<file path="config.mk">
export PLATFORM = sky130hd
export DESIGN_NAME = axi4_rd_arbiter
export DESIGN_NICKNAME = d
export VERILOG_FILES = /design/src/rtl/axi4_rd_arbiter.sv
export SDC_FILE = /design/constraint.sdc
export NUM_CORES = 1
export LEC_CHECK = 0
export BUFFER_PORTS_ARGS = -buffer_cell sky130_fd_sc_hd__buf_4
export CAP_MARGIN = 25
export CORE_MARGIN = 10
export CORE_UTILIZATION = 41
export CTS_CLUSTER_SIZE = 20
export DETAILED_ROUTE_END_ITERATION = 12
export PLACE_DENSITY = 0.86
export SETUP_SLACK_MARGIN = 0.1
export SLEW_MARGIN = 40
export SYNTH_ARGS = -nofsm -noshare
export SYNTH_HDL_FRONTEND = slang
export SYNTH_SLANG_ARGS = --single-unit
export TNS_END_PERCENT = 1
</file>
<file path="constraint.sdc">
create_clock -name clk -period 2 [get_ports clk]
set_input_delay 0.1 -clock clk [delete_from_list [all_inputs] [get_ports clk]]
set_output_delay 0.1 -clock clk [all_outputs]
set_load 0.02 [all_outputs]
</file>
<file path="src/rtl/axi4_rd_arbiter.sv">
// AXI4 read master merging NUM_REQ requesters onto one AR/R pair.
// Round-robin AR grant, one outstanding burst per requester, RID-based R routing.
module axi4_rd_arbiter #(
  parameter int NUM_REQ    = 2,
  parameter int ADDR_WIDTH = 32,
  parameter int DATA_WIDTH = 64,
  parameter int ID_WIDTH   = 1
) (
  input  logic                      clk,
  input  logic                      rst,
  input  logic [NUM_REQ-1:0]        req_valid,
  output logic [NUM_REQ-1:0]        req_ready,
  input  logic [NUM_REQ*ADDR_WIDTH-1:0] req_addr,
  input  logic [NUM_REQ*8-1:0]      req_len,
  input  logic [NUM_REQ*3-1:0]      req_size,
  output logic [NUM_REQ-1:0]        resp_valid,
  input  logic [NUM_REQ-1:0]        resp_ready,
  output logic [DATA_WIDTH-1:0]     resp_data,
  output logic [1:0]                resp_resp,
  output logic                      resp_last,
  output logic [ID_WIDTH-1:0]       axi_arid,
  output logic [ADDR_WIDTH-1:0]     axi_araddr,
  output logic [7:0]                axi_arlen,
  output logic [2:0]                axi_arsize,
  output logic [1:0]                axi_arburst,
  output logic                      axi_arvalid,
  output logic                      axi_arlock,
  output logic [3:0]                axi_arcache,
  output logic [2:0]                axi_arprot,
  output logic [3:0]                axi_arqos,
  output logic [3:0]                axi_arregion,
  input  logic                      axi_arready,
  input  logic [ID_WIDTH-1:0]       axi_rid,
  input  logic [DATA_WIDTH-1:0]     axi_rdata,
  input  logic [1:0]                axi_rresp,
  input  logic                      axi_rlast,
  input  logic                      axi_rvalid,
  output logic                      axi_rready,
  output logic [NUM_REQ-1:0]        busy,
  output logic                      err_unexpected,
  output logic                      err_len
);

  localparam int IDX_W = (NUM_REQ > 1) ? $clog2(NUM_REQ) : 1;

  typedef enum logic {IDLE, ADDR} state_t;

  state_t                  state;
  logic [IDX_W-1:0]        rr_ptr;
  logic [IDX_W-1:0]        grant;
  logic [IDX_W-1:0]        hi_idx;
  logic [IDX_W-1:0]        lo_idx;
  logic                    found_hi;
  logic                    any_elig;
  logic                    grant_fire;
  logic [NUM_REQ-1:0]      eligible;
  logic [NUM_REQ-1:0]      hit_vec;
  logic                    hit;
  logic                    r_hs;
  logic [ADDR_WIDTH-1:0]   addr_arr [NUM_REQ];
  logic [7:0]              len_arr  [NUM_REQ];
  logic [2:0]              size_arr [NUM_REQ];
  logic [7:0]              cnt      [NUM_REQ];
  logic [7:0]              len_q    [NUM_REQ];

  always_comb begin
    for (int i = 0; i < NUM_REQ; i++) begin
      addr_arr[i] = req_addr[i*ADDR_WIDTH +: ADDR_WIDTH];
      len_arr[i]  = req_len[i*8 +: 8];
      size_arr[i] = req_size[i*3 +: 3];
    end
  end

  assign eligible   = req_valid & ~busy;
  assign any_elig   = |eligible;
  assign grant_fire = (state == IDLE) && any_elig;

  // Downward scan leaves the lowest eligible index at/after rr_ptr in hi_idx,
  // and the lowest eligible index overall in lo_idx for the wrap case.
  always_comb begin
    found_hi = 1'b0;
    hi_idx   = '0;
    lo_idx   = '0;
    for (int i = NUM_REQ - 1; i >= 0; i--) begin
      if (eligible[i]) begin
        lo_idx = IDX_W'(i);
        if (IDX_W'(i) >= rr_ptr) begin
          found_hi = 1'b1;
          hi_idx   = IDX_W'(i);
        end
      end
    end
    grant = found_hi ? hi_idx : lo_idx;
  end

  always_comb begin
    req_ready = '0;
    for (int i = 0; i < NUM_REQ; i++) begin
      req_ready[i] = grant_fire && (grant == IDX_W'(i));
    end
  end

  always_comb begin
    hit_vec = '0;
    for (int i = 0; i < NUM_REQ; i++) begin
      hit_vec[i] = busy[i] && (axi_rid == ID_WIDTH'(i));
    end
  end

  // Beats for IDs with nothing outstanding are drained so the bus never stalls.
  assign hit        = |hit_vec;
  assign resp_valid = axi_rvalid ? hit_vec : '0;
  assign axi_rready = hit ? |(hit_vec & resp_ready) : 1'b1;
  assign r_hs       = axi_rvalid && axi_rready;

  assign resp_data  = axi_rdata;
  assign resp_resp  = axi_rresp;
  assign resp_last  = axi_rlast;

  assign axi_arburst  = 2'b01;
  assign axi_arlock   = 1'b0;
  assign axi_arcache  = 4'd0;
  assign axi_arprot   = 3'd0;
  assign axi_arqos    = 4'd0;
  assign axi_arregion = 4'd0;

  always_ff @(posedge clk) begin
    if (rst) begin
      state       <= IDLE;
      axi_arvalid <= 1'b0;
      axi_araddr  <= '0;
      axi_arid    <= '0;
      axi_arlen   <= '0;
      axi_arsize  <= '0;
      rr_ptr      <= '0;
    end else begin
      case (state)
        IDLE: begin
          if (grant_fire) begin
            axi_araddr  <= addr_arr[grant];
            axi_arlen   <= len_arr[grant];
            axi_arsize  <= size_arr[grant];
            axi_arid    <= ID_WIDTH'(grant);
            axi_arvalid <= 1'b1;
            rr_ptr      <= (grant == IDX_W'(NUM_REQ - 1)) ? '0 : grant + 1'b1;
            state       <= ADDR;
          end
        end
        ADDR: begin
          if (axi_arready) begin
            axi_arvalid <= 1'b0;
            state       <= IDLE;
          end
        end
        default: state <= IDLE;
      endcase
    end
  end

  // Grant and last-beat cannot target the same index: grant requires ~busy, a hit requires busy.
  always_ff @(posedge clk) begin
    if (rst) begin
      busy           <= '0;
      err_unexpected <= 1'b0;
      err_len        <= 1'b0;
      for (int i = 0; i < NUM_REQ; i++) begin
        cnt[i] <= '0;
      end
    end else begin
      if (r_hs && !hit) begin
        err_unexpected <= 1'b1;
      end
      for (int i = 0; i < NUM_REQ; i++) begin
        if (grant_fire && (grant == IDX_W'(i))) begin
          busy[i]  <= 1'b1;
          cnt[i]   <= '0;
          len_q[i] <= len_arr[i];
        end else if (r_hs && hit_vec[i]) begin
          cnt[i] <= cnt[i] + 8'd1;
          if ((cnt[i] == len_q[i]) != axi_rlast) begin
            err_len <= 1'b1;
          end
          if (axi_rlast) begin
            busy[i] <= 1'b0;
          end
        end
      end
    end
  end

endmodule

</file>
# Yosys cells after proc, flatten, opt, wreduce, memory -nomap -nowiden
# Memories as Yosys holds them, arrays and structs flattened.
# Cells that the tools add are included.
[op_classes] bitwise=11 addsub=3 shifts=0 muxes=61 n_reduce_logical=22 eq_ne=6 n_mul=0 n_lt_le_gt_ge=3 div_mod_pow=0
[ops] op="$mux W32" count=3
[ops] op="$mux W8" count=8
[ops] op="$mux W1" count=44
[ops] op="$add A8 B1 Y8 const B" count=2
[ops] op="$eq A8 B8 Y1" count=2
[ops] op="$logic_and A1 B1 Y1" count=9
[ops] op="$mux W3" count=3
[ops] op="$reduce_and A2 Y1" count=4
[ops] op="$reduce_bool A2 Y1" count=4
[ops] op="$reduce_or A8 Y1" count=1
[ops] op="$reduce_or A2 Y1" count=3
[ops] op="$and A2 B2 Y2" count=2
[ops] op="$ne A2 B2 Y1 const B" count=2
[ops] op="$or A1 B1 Y1" count=4
[ops] op="$pmux W1 S2" count=2
[ops] op="$not A1 Y1" count=3
[ops] op="$ge A1 B1 Y1 const A" count=2
[ops] op="$ge A2 B2 Y1 const B" count=1
[ops] op="$mux W2" count=1
[ops] op="$ne A1 B1 Y1" count=2
[ops] op="$not A1 Y2" count=1
[ops] op="$not A2 Y2" count=1
[ops] op="$add A1 B1 Y1 const B" count=1
[ops] op="$logic_not A1 Y1" count=1
[totals] elab_cells=119 mem_bits_ro=0 latch_bits=0 out_inout_bits=139 inputBits=162 memories=2 reg_bits=51 mem_bits_rw=32
[memory_table] name="cnt" words=2 width=8 rd=2 rd_ports_with_merged_regs=0 write_ports=2 line="63" source="logic [7:0] cnt [NUM_REQ];"
[memory_table] name="len_q" words=2 width=8 rd=2 rd_ports_with_merged_regs=0 write_ports=1 line="64" source="logic [7:0] len_q [NUM_REQ];"

# Depth between registers and ports, before layout
[depth] ltp_word=13 ltp_mapped=7 depth_no_buf=5

# Worst setup path before layout
# Ideal clock, no wire load.
[synth_timing] kind="register to register" from="reg busy[0]" to="mem len_q[1][2] (netlist: len_q[0][10]), enable pin" n_path_buf=1 period_less_slack_ns=1.708 setup_slack_ns=0.292 setup_time_ns=0.309 t_arrival_ns=1.399 path_stages_with_launch=5 required_time_ns=1.691 path_cell_list="dfxtp_1 -> nand2b_4 -> nor2_1 -> nor4_2 -> buf_4"
[synth_via] elab_chain_cells=10 elab_cells_between_ends=20 classes_between="mux (12); bitwise (3); reduce/logical (5)"
[synth_rtl] item="from (decl)" line="39" source="output logic [NUM_REQ-1:0] busy,"
[synth_rtl] item="from (signal assigned)" line="163" source="busy <= '0;"
[synth_rtl] item="from (signal, indexed assignment)" line="175" source="busy[i] <= 1'b1;"
[synth_rtl] item="from (signal, indexed assignment)" line="184" source="busy[i] <= 1'b0;"
[synth_rtl] item="$not A2 Y2 (*)" line="74" source="assign eligible = req_valid & ~busy;"
[synth_rtl] item="$and A2 B2 Y2 (*)" line="74"
[synth_rtl] item="$mux W1 or $reduce_or A2 Y1 (tied branches)" line="85, 75"
[synth_rtl] item="$mux W1 or $logic_and A1 B1 Y1 (tied branches)" line="93, 76"
[synth_rtl] item="$logic_and A1 B1 Y1 or $not A1 Y1 (tied branches)" line="174" source="if (grant_fire && (grant == IDX_W'(i))) begin"
[synth_rtl] item="$mux W1 or $logic_and A1 B1 Y1 (tied branches)" line="174"
[synth_rtl] item="$mux W1, on equally long branches" line="162, 174"
[synth_rtl] item="$mux W1, on equally long branches" line="177, 162"
[synth_rtl] item="$reduce_or A8 Y1 (no source line) or $mux W1 (tied branches)"
[synth_rtl] item="$mux W1 (no source line)"
[synth_rtl] item="to (decl)" line="64"
# Mark *: on every way between the ends. The rest lies on a longest branch, timed or not.

# Worst setup path in the final report
[layout_timing] from="reg busy[0]" to="out req_ready[1]"
[layout_via] elab_chain_cells=5 elab_cells_between_ends=9 classes_between="mux (4); bitwise (2); reduce/logical (3)"
[layout_rtl] item="$not A2 Y2 (*)" line="74"
[layout_rtl] item="$and A2 B2 Y2 (*)" line="74"
[layout_rtl] item="$mux W1 or $reduce_or A2 Y1 (tied branches)" line="85, 75"
[layout_rtl] item="$mux W1 or $logic_and A1 B1 Y1 (tied branches)" line="93, 76"
[layout_rtl] item="$logic_and A1 B1 Y1 (*)" line="99" source="req_ready[i] = grant_fire && (grant == IDX_W'(i));"
[layout_rtl] item="to (decl)" line="12" source="output logic [NUM_REQ-1:0] req_ready,"
# Marked as above.

==> summary.txt <==
Status
  • Outcome: finished clean

Route
  • Post-DR vias/cell: around 5.1
  • Total number of vias: about 3,200
  • DR DRC count: 0
  • Routed Antenna Nets: 0
  • WL/cell: 18.11 µm
  • Routed WL: 11.32 mm
  • DRT iter0 DRCs: 287
  • DR pass1 iterations: 6

Finish
  • Final core occ: 0.5379
  • Layout cells sized above 1: 0.3577
  • Final instance area: 5258 µm²
  • Nets: 651
  • N_diodes: 0
  • Area grow syn2layout: 28.38%
  • Non-Filler Instances: about 630

CTS
  • Postcts setup bufs: 0
  • H-tree levels: 3
  • Clock Pin Slew Worst Setup and Hold Paths: 0.08 ns
  • # resized after CTS: 0
  • CTS Root Cell: clkbuf_8
  • CTS Buf Count: 9
  • Sink Count: 83
  • CTS tree: yes
  • Later-pin clock latency in the skew report: 0.34 ns
  • CTS Buffer Depth: 2

Critical path
  • R2r setup slk: 0.33 ns
  • CP Launch Type: flop
  • Crit-path max FO: 23
  • R2r endpoint: axi_arsize[0]
  • FF-to-FF Start: busy[0]
  • Critical Path RT: 1.90 ns
  • Worst reg-to-reg path cell count: 6
  • Worst Setup End Kind: output pin
  • Worst EP arrival: 1.67 ns
  • Crit Path Category: flop to output pin

Die
  • Starting Density: 0.4190
  • Width of the die: between 100 and 150 µm
  • Site row count: 36
  • # IOs: 301
  • Full die area: 14,390 µm²
  • Die Ht: 119.9 µm
  • Core area: 9774 µm²

Yosys
  • Total of warnings raised by yosys: 0
  • Cells after Synth: 386
  • Ys async rst share: 0
  • EDFF count, synth: 32
  • Ys flop type: dfxtp_1
  • Main area contributors after synthesis: dfxtp_1, edfxtp_1, buf_4
  • Avg Cell Area, Syn: 10.61 µm²
  • Syn Std Cell Area: a little over 4000 µm²
  • Unique cell type count in the Yosys netlist: 34
  • Post-synthesis register bit count: 83
  • Share of the synthesized area in the top cell type: 0.2493
  • Sequential share of the synthesized area: 0.4840
  • Yosys top cell by area: dfxtp_1

Timing
  • Clock Skew: between 0.007 and 0.008 ns
  • Min Hold Slack: between 0.02 and 0.025 ns
  • Min Clock Period, post-route: 1.765 ns
  • Slew Limit Fails: 0
  • PnR worst setup slack: 0.2346 ns
  • # setup viols final: 0
  • RSZ-0062 raised after global routing: no
  • Period utilization: 0.8827
  • Final Hold Viols: 0
  • FMAX: around 0.57 GHz
  • Setup total negative slack: 0 ns

Place
  • Dpl cells: 587
  • Placed cell areas: ~4800 µm²
  • Routability cong.: 0.8206
  • DP HPWL: about 8.5 mm
  • Buffers added on ports: 150
  • Dpl ws: 0.3454 ns

Power and ir drop
  • Peak VDD IR: approximately 670 µV
  • Total power draw: about 4.4 mW
  • Leakage: 2.419 nW
  • PwrDens: 836.8 nW/µm²

Min path
  • Hold/Removal Path Class: input port to flop
  • Min-delay src: req_addr[7]
  • WHS Endpoint: axi_araddr[7]
  • Hold depth: 3

Global routing
  • Antenna violations before repair: 0
  • Global-route wire length before repair: 17.85 mm
  • Largest net degree at the start of global routing: 35
  • Total GRT Usage: 0.1525
  • GR Overflow Total: 0
  • Vias in the first global route: 3,516

Job
  • Max-cap viol count: 0
==> state kept, by name, indices dropped and copies added, names as in the netlist <==
| register | flops |
|---|---|
| axi_araddr | 32 |
| axi_arid | 1 |
| axi_arlen | 8 |
| axi_arsize | 3 |
| axi_arvalid | 1 |
| busy | 2 |
| cnt | 16 |
| err_len | 1 |
| err_unexpected | 1 |
| len_q | 16 |
| rr_ptr | 1 |
| state | 1 |
==> kinds of logic after synthesis <==
logic type / count (synthesis) / synth area share
xor+xnor: 29 / 0.06202
simple gates: 84 / 0.09991
buf+inv: 108 / 0.1824
compound gates: 78 / 0.1638
other cells: 2 / 0.001834
flops: 83 / 0.4840
fa+ha+maj: 2 / 0.006110
==> worst max path at each step <==
stage | endpoint | from | slack (ns) | depth (start not counted)
global placement | cnt[1][6] | busy[0] | 0.39 | 4
global route | req_ready[1] | busy[0] | 0.14 | 5
detailed placement | cnt[1][6] | busy[0] | 0.35 | 4
finish | req_ready[1] | busy[0] | 0.23 | 5
CTS | req_ready[1] | busy[0] | 0.22 | 5
floorplan | len_q[0][10] | busy[0] | 0.29 | 4
==> cells in the final DEF (no fill, tap or decap), drive strengths merged, types with 13 or more instances in the layout <==
cell type	instances
a21o	25
a222oi	20
a22o	22
buf	156
clkbuf	13
conb	18
dfxtp	51
dlygate4sd3	22
edfxtp	32
nor2	43
xnor2	22
==> synthesized netlist by cell type, types with 6 or more instances <==
| cell type | number |
|---|---|
| buf_4 | 89 |
| dfxtp_1 | 51 |
| nor2_1 | 43 |
| edfxtp_1 | 32 |
| a21o_1 | 25 |
| a22o_1 | 22 |
| xnor2_1 | 22 |
| a222oi_1 | 20 |
| clkbuf_1 | 9 |
| nand2_1 | 7 |
| nand3_1 | 7 |
| xor2_1 | 7 |
| and3_1 | 6 |
| buf_2 | 6 |
==> critical path, stage by stage, from the launching register on <==
cell,delay (ns)
dfxtp_1,0.39
nand2b_4,0.17
nor2_1,0.08
nor3_2,0.19
buf_4,0.29
buf_4,0.19
==> layout make-up <==
type,count,area (µm²)
multi-input cells,211,1440
well taps,133,166.4
fillers,801,4517
repair buffers,178,1416
clock buffers,13,170.2
inverters,4,15.01
flip-flops and latches,83,1982
clock inverters,3,67.56
==> layer usage <==
metal / GRT usage / up-vias / share of wire
li1: - / 1469 / -
met1: 0.1444 / 1481 / 0.35
met2: 0.2693 / 175 / 0.52
met3: 0.07032 / 43 / 0.10
met4: 0.08371 / 0 / 0.037
met5: 0 / - / 0
==> power by group <==
| part | total (mW) | switching (mW) | internal (mW) | leakage (nW) |
|---|---|---|---|---|
| Sequential | 2.03 | 0.114 | 1.91 | 0.738 |
| Clock | 1.40 | 0.582 | 0.815 | 0.115 |
| Combinational | 0.976 | 0.498 | 0.478 | 1.57 |
| Total | 4.40 | 1.19 | 3.20 | 2.42 |
==> what timing repair did <==
item | CTS | global route
hold buffers | 22 | 0
hold endpoints to repair | 21 | 0
endpoints found under the setup margin | 0 | 0
Power figures use the tool's default switching activity.
